[config.mk]
export PLATFORM = sky130hd
export DESIGN_NAME = data_sync_tx
export DESIGN_NICKNAME = d
export VERILOG_FILES = /design/src/rtl/data_sync_pkg.sv /design/src/rtl/data_sync_tx.sv
export SDC_FILE = /design/constraint.sdc
export NUM_CORES = 1
export LEC_CHECK = 0
export BUFFER_PORTS_ARGS = -buffer_cell sky130_fd_sc_hd__buf_4
export CORE_MARGIN = 2
export CORE_UTILIZATION = 50
export CTS_CLUSTER_DIAMETER = 30
export DETAILED_ROUTE_END_ITERATION = 7
export HOLD_SLACK_MARGIN = 0.12
export PLACE_DENSITY_LB_ADDON = 0.1
export SLEW_MARGIN = 5
export SYNTH_ARGS = -nofsm -noshare
export SYNTH_HDL_FRONTEND = slang
export SYNTH_SLANG_ARGS = --single-unit
export TNS_END_PERCENT = 5
[constraint.sdc]
create_clock -name CLK -period 3.9 [get_ports CLK]
set_input_delay 0.78 -clock CLK [delete_from_list [all_inputs] [get_ports CLK]]
set_output_delay 0.78 -clock CLK [all_outputs]
set_load 0.03 [all_outputs]
[src/rtl/data_sync_pkg.sv]
// Shared types and helpers for the source-side launcher of the DATA_SYNC crossing.
package data_sync_pkg;

  typedef enum logic [1:0] {
    IDLE  = 2'd0,
    SETUP = 2'd1,
    REQ   = 2'd2,
    GAP   = 2'd3
  } tx_state_e;

  // Width of a down-counter able to hold max(hold, gap) - 1; never narrower than 1 bit.
  function automatic int cnt_width(input int hold, input int gap);
    int m;
    m = (hold > gap) ? hold : gap;
    return ($clog2(m) < 1) ? 1 : $clog2(m);
  endfunction

endpackage

[src/rtl/data_sync_tx.sv]
// Source-side launcher: registers a word onto unsync_bus, then raises bus_enable with
// set-up/hold/gap timing (timed mode) or a four-phase handshake on ack_sync (ack mode).
module data_sync_tx
  import data_sync_pkg::*;
#(
  parameter int BUS_WIDTH   = 8,
  parameter int HOLD_CYCLES = 4,
  parameter int GAP_CYCLES  = 2,
  parameter int USE_ACK     = 0
) (
  input  logic                 CLK,
  input  logic                 RST,
  input  logic [BUS_WIDTH-1:0] in_data,
  input  logic                 in_valid,
  output logic                 in_ready,
  input  logic                 ack_sync,
  output logic [BUS_WIDTH-1:0] unsync_bus,
  output logic                 bus_enable,
  output logic                 tx_done
);

  localparam int CNT_W = cnt_width(HOLD_CYCLES, GAP_CYCLES);
  localparam logic [CNT_W-1:0] HOLD_LOAD = CNT_W'(HOLD_CYCLES - 1);
  localparam logic [CNT_W-1:0] GAP_LOAD  = CNT_W'(GAP_CYCLES - 1);
  localparam logic [CNT_W-1:0] CNT_ONE   = CNT_W'(1);

  tx_state_e            state_q, state_d;
  logic [CNT_W-1:0]     cnt_q, cnt_d;
  logic [BUS_WIDTH-1:0] bus_d;
  logic                 en_d;
  logic                 done_d;

  assign in_ready = (state_q == IDLE);

  always_comb begin
    state_d = state_q;
    cnt_d   = cnt_q;
    bus_d   = unsync_bus;
    en_d    = bus_enable;
    done_d  = 1'b0;
    case (state_q)
      IDLE: begin
        en_d = 1'b0;
        if (in_valid) begin
          bus_d   = in_data;
          state_d = SETUP;
        end
      end
      SETUP: begin
        state_d = REQ;
        en_d    = 1'b1;
        cnt_d   = HOLD_LOAD;
      end
      REQ: begin
        if (USE_ACK != 0) begin
          if (ack_sync) begin
            state_d = GAP;
            en_d    = 1'b0;
          end
        end else if (cnt_q == '0) begin
          state_d = GAP;
          en_d    = 1'b0;
          cnt_d   = GAP_LOAD;
        end else begin
          cnt_d = cnt_q - CNT_ONE;
        end
      end
      GAP: begin
        // Leaving GAP is the completion point; tx_done marks the return to IDLE.
        if (USE_ACK != 0) begin
          if (!ack_sync) begin
            state_d = IDLE;
            done_d  = 1'b1;
          end
        end else if (cnt_q == '0) begin
          state_d = IDLE;
          done_d  = 1'b1;
        end else begin
          cnt_d = cnt_q - CNT_ONE;
        end
      end
      default: begin
        state_d = IDLE;
        en_d    = 1'b0;
      end
    endcase
  end

  always_ff @(posedge CLK or negedge RST) begin
    if (!RST) begin
      state_q    <= IDLE;
      cnt_q      <= '0;
      unsync_bus <= '0;
      bus_enable <= 1'b0;
      tx_done    <= 1'b0;
    end else begin
      state_q    <= state_d;
      cnt_q      <= cnt_d;
      unsync_bus <= bus_d;
      bus_enable <= en_d;
      tx_done    <= done_d;
    end
  end

endmodule

# ---- After elaboration in Yosys (flattened, before gate mapping)
# Index checks and enable logic that the tools add are counted.
dict set report classes {
  add_sub_neg 1
  eq_ne 7
  muxes 11
  reduce_logical 8
}
# operator count
set ops {}
lappend ops {{2-to-1 mux 2 bit} 5}
lappend ops {{!= test 2 bit (second input constant)} 4}
lappend ops {{case mux 2 bit (4 select lines)} 1}
lappend ops {{case mux 2 bit (3 select lines)} 1}
lappend ops {{AND reduction 2 bit} 3}
lappend ops {{nonzero test 3 bit} 2}
lappend ops {{equality test 2 bit (second input constant)} 2}
lappend ops {{logical NOT 2 bit} 2}
lappend ops {{2-to-1 mux 1 bit} 3}
lappend ops {{case mux 1 bit (3 select lines)} 1}
lappend ops {{AND reduction 3 bit} 1}
lappend ops {{equality test 2 x 1 -> 1 bit (second input constant)} 1}
lappend ops {{subtractor 2 x 1 -> 2 bit (second input constant)} 1}
dict set report totals {
  register_bits 14
  input_bits 12
  output_inout_bits 11
  wordCells 32
}

# ---- Logic depth before layout (Yosys ltp)
dict set report logic_depth {
  depth_word 3
  ltp_mapped 5
  ltp_nobuf 5
}

# ---- Least setup slack after synthesis
# Ideal clock, no wire load.
dict set report synth_path {
  path_type {register -> output}
  from {register state_q[0]}
  to {output port in_ready}
  arrival_ns 0.883
  t_required_ns 3.120
  setup_slack_ns 2.237
  stages_incl_launch_ff 3
  path_buffers 0
  cell_sequence {dfrtp_1 inv_1 ha_1}
}
dict set report synth_via {
  elab_chain_cells 1
}
# item line
set synth_lines {}
lappend synth_lines {{start, declared} data_sync_tx.sv:27} ;# tx_state_e state_q, state_d;
lappend synth_lines {{start signal, assigned} data_sync_tx.sv:97} ;# state_q <= state_d;
lappend synth_lines {{logical NOT 2 bit} data_sync_tx.sv:33} ;# assign in_ready = (state_q == IDLE);
lappend synth_lines {{end, declared} data_sync_tx.sv:15} ;# output logic in_ready,
# Every way passes these cells.

# ---- Worst setup path after layout
# Ends and elaborated chain as after synthesis.

==> metrics <==
status complete, no violations; cells along the critical path inv_1 -> ha_1 -> buf_4; Total GRT Usage between 10% and 20%; worst rel slew slack just over 80%; Critical Path Start state_q[0]$_DFFE_PN0P_; CTS tree yes; post-CTS setup buffer count 0; antenna cell count 0; Crit path required time around 3100 ps; register area share after synthesis a little over half; Setup CP Type reg2out; Final Cycle Share a little over half; syn nets 70; Synth top area share 52.7%; Max Cap Violations 0; Net Sw Power around 0.34 mW; Flop pwr share between 30% and 40%; #FFs+latches synth 14; most common cell in the netlist dfrtp_1; Worst EP arrival around 1300 ps; number of gates resized after CTS 0; Fill cells 96; Int Power 0.462 mW; first-pass GRT wire length 1870 um; worst hold path type in2async; EDFF count, synth 0; Hold-fix buffers, CTS 0; vias ~460; Ys Warns 0; initial core utilization between 50% and 60%; Commonest cells post-synth dfrtp_1 (14), mux2_2 (9), ha_1 (6), inv_1 (6), nor2_1 (5); clk_lat worst skew ~270 ps; final hold viol count 0; Synth async-reset ratio 100%; GPL Wtd Cong roughly 0.65; worst r2r src state_q[0]$_DFFE_PN0P_; Syn Area/Cell roughly 13 um2; worst-path fanout max 6; DRC violation count after routing 0; CTS root buf clkbuf_4; synth unique cells 14; die width 40.5 um; vias in the first global route about 430; R2R depth 5; drt total wl between 1000 and 1500 um; clock slew at reported path FFs 80 ps; clock power share a little under 10%; Core Rows 13; Iter 0 DRT Violations 5; setup TNS 0 ps; grt total ovfl 0; CTS Buf Count 3; Tmin final 2070 ps; Syn Inst Count 52; Post-DRT Antenna Nets 0; Logic pwr share between 50% and 60%; antenna violations before repair 0; post-synth top area cell dfrtp_1; clk_skew between 0.8 and 0.9 ps; drt wl/cell about 13 um; Buffers on Ports 21; Max Clk Rate 483 MHz; pwr/cell area 930 nW/um2; Pre-antenna DRT Iters 4; detailed placement HPWL 852 um; Max VDD drop 0.460 mV; P_leak 0.439 nW; H-tree levels 1; largest cells by area after synthesis dfrtp_1 (53%), mux2_2 (15%), ha_1 (11%); setup violators final 0; worst-margin pin slew 254 ps; layout cells sized above 1 roughly half; Core Box Area 1270 um2; # clock sinks 14; I/O pins 23; Main synth FF type dfrtp_1; switching part of the total between 40 and 50%; nets 96; DIE AREA around 1600 um2; largest net degree at the start of global routing 15; CTS Buffer Depth 2; die span in y 40.5 um; Slew Viols, Final 0; startpoint types flip-flop; Via-to-Cell Ratio between 5 and 6; crit end category primary output; Slowest cell on crit path dfrtp_1; Synth-to-Final Area Change 29.9%; Critical Path Max Stage Delay around 400 ps; Mapped Area around 660 um2; RSZ-0062 raised after global routing no; Min Hold Slack ~340 ps
-- power groups by stage --
stage	logic [mW]	clock network (mW)	registers [mW]
6_report	0.465	0.0798	0.258
5_1_grt	0.509	0.0883	0.268
4_1_cts	0.470	0.0820	0.259
3_5_place_dp	0.462	0	0.260
3_3_place_gp	0.454	0	0.257
2_1_floorplan	0.235	0	0.350
-- path summary, 6_finish.rpt --
| check | endpoint | slack [ps] |
|---|---|---|
| max in group asynchronous | unsync_bus[1]$_DFFE_PN0P_ | 3400 |
| min in group CLK | unsync_bus[6]$_DFFE_PN0P_ | 510 |
| max | in_ready | 1830 |
| min reg2reg | unsync_bus[6]$_DFFE_PN0P_ | 510 |
| max reg2reg | state_q[1]$_DFFE_PN0P_ | 2400 |
| min | unsync_bus[4]$_DFFE_PN0P_ | 340 |
-- metal layers --
layer  up-vias  track usage, %  part of all wire, %
met5         -               0                    0
met3         2            5.00                  4.4
met4         0            10.0                 0.99
li1        222               -                    -
met1       223            21.7                   41
met2        10            29.8                   53
-- stage by stage --
stage                     instances  util [%]  power [mW]  setup slack (ps)  instance area [um2]
final                            91      68.0       0.803              1830                  863
after global routing             91      68.0       0.865              1750                  863
after CTS                        91      68.0       0.811              1820                  863
after detailed placement         88      66.3       0.722              2140                  841
after global placement           88      66.3       0.711              2160                  841
after floorplan                  52         -       0.585              2240                  664
-- cells by family after synthesis --
| group | after synthesis | share of synthesized area (%) |
|---|---|---|
| AO/OA/AOI/OAI | 8 | 9.42 |
| adder cells (fa/ha/maj) | 6 | 11.3 |
| buffers and inverters | 6 | 3.39 |
| flip-flops | 14 | 52.7 |
| multiplexers | 10 | 17.5 |
| AND/OR/NAND/NOR | 8 | 5.65 |
-- placed cells by master (no fill, tap or decap), types with 3 or more instances in the layout --
cell type	n
buf_4	21
dfrtp_1	14
ha_1	6
nor2_1	5
mux2_2	9
inv_1	6
a21oi_1	4
clkbuf_4	3
-- cell type report --
| class | count | area, um2 | area share [%] |
|---|---|---|---|
| well taps | 15 | 18.8 | 2.17 |
| clock buffers | 3 | 22.5 | 2.61 |
| inverters | 6 | 22.5 | 2.61 |
| flip-flops and latches | 14 | 350 | 40.6 |
| repair buffers | 21 | 158 | 18.3 |
| multi-input cells | 32 | 292 | 33.8 |
-- critical path: cells and delay by family (launching register included) --
kind       cells  cell delay, ps
fa+ha+maj      1             300
buf+inv        2             320
flops          1             400
-- registers in the layout, summed over array words and instances (netlist names) --
signal      flops
bus_enable      1
state_q         2
cnt_q           2
tx_done         1
unsync_bus      8
No activity file was read; power rests on OpenSTA's default activity.
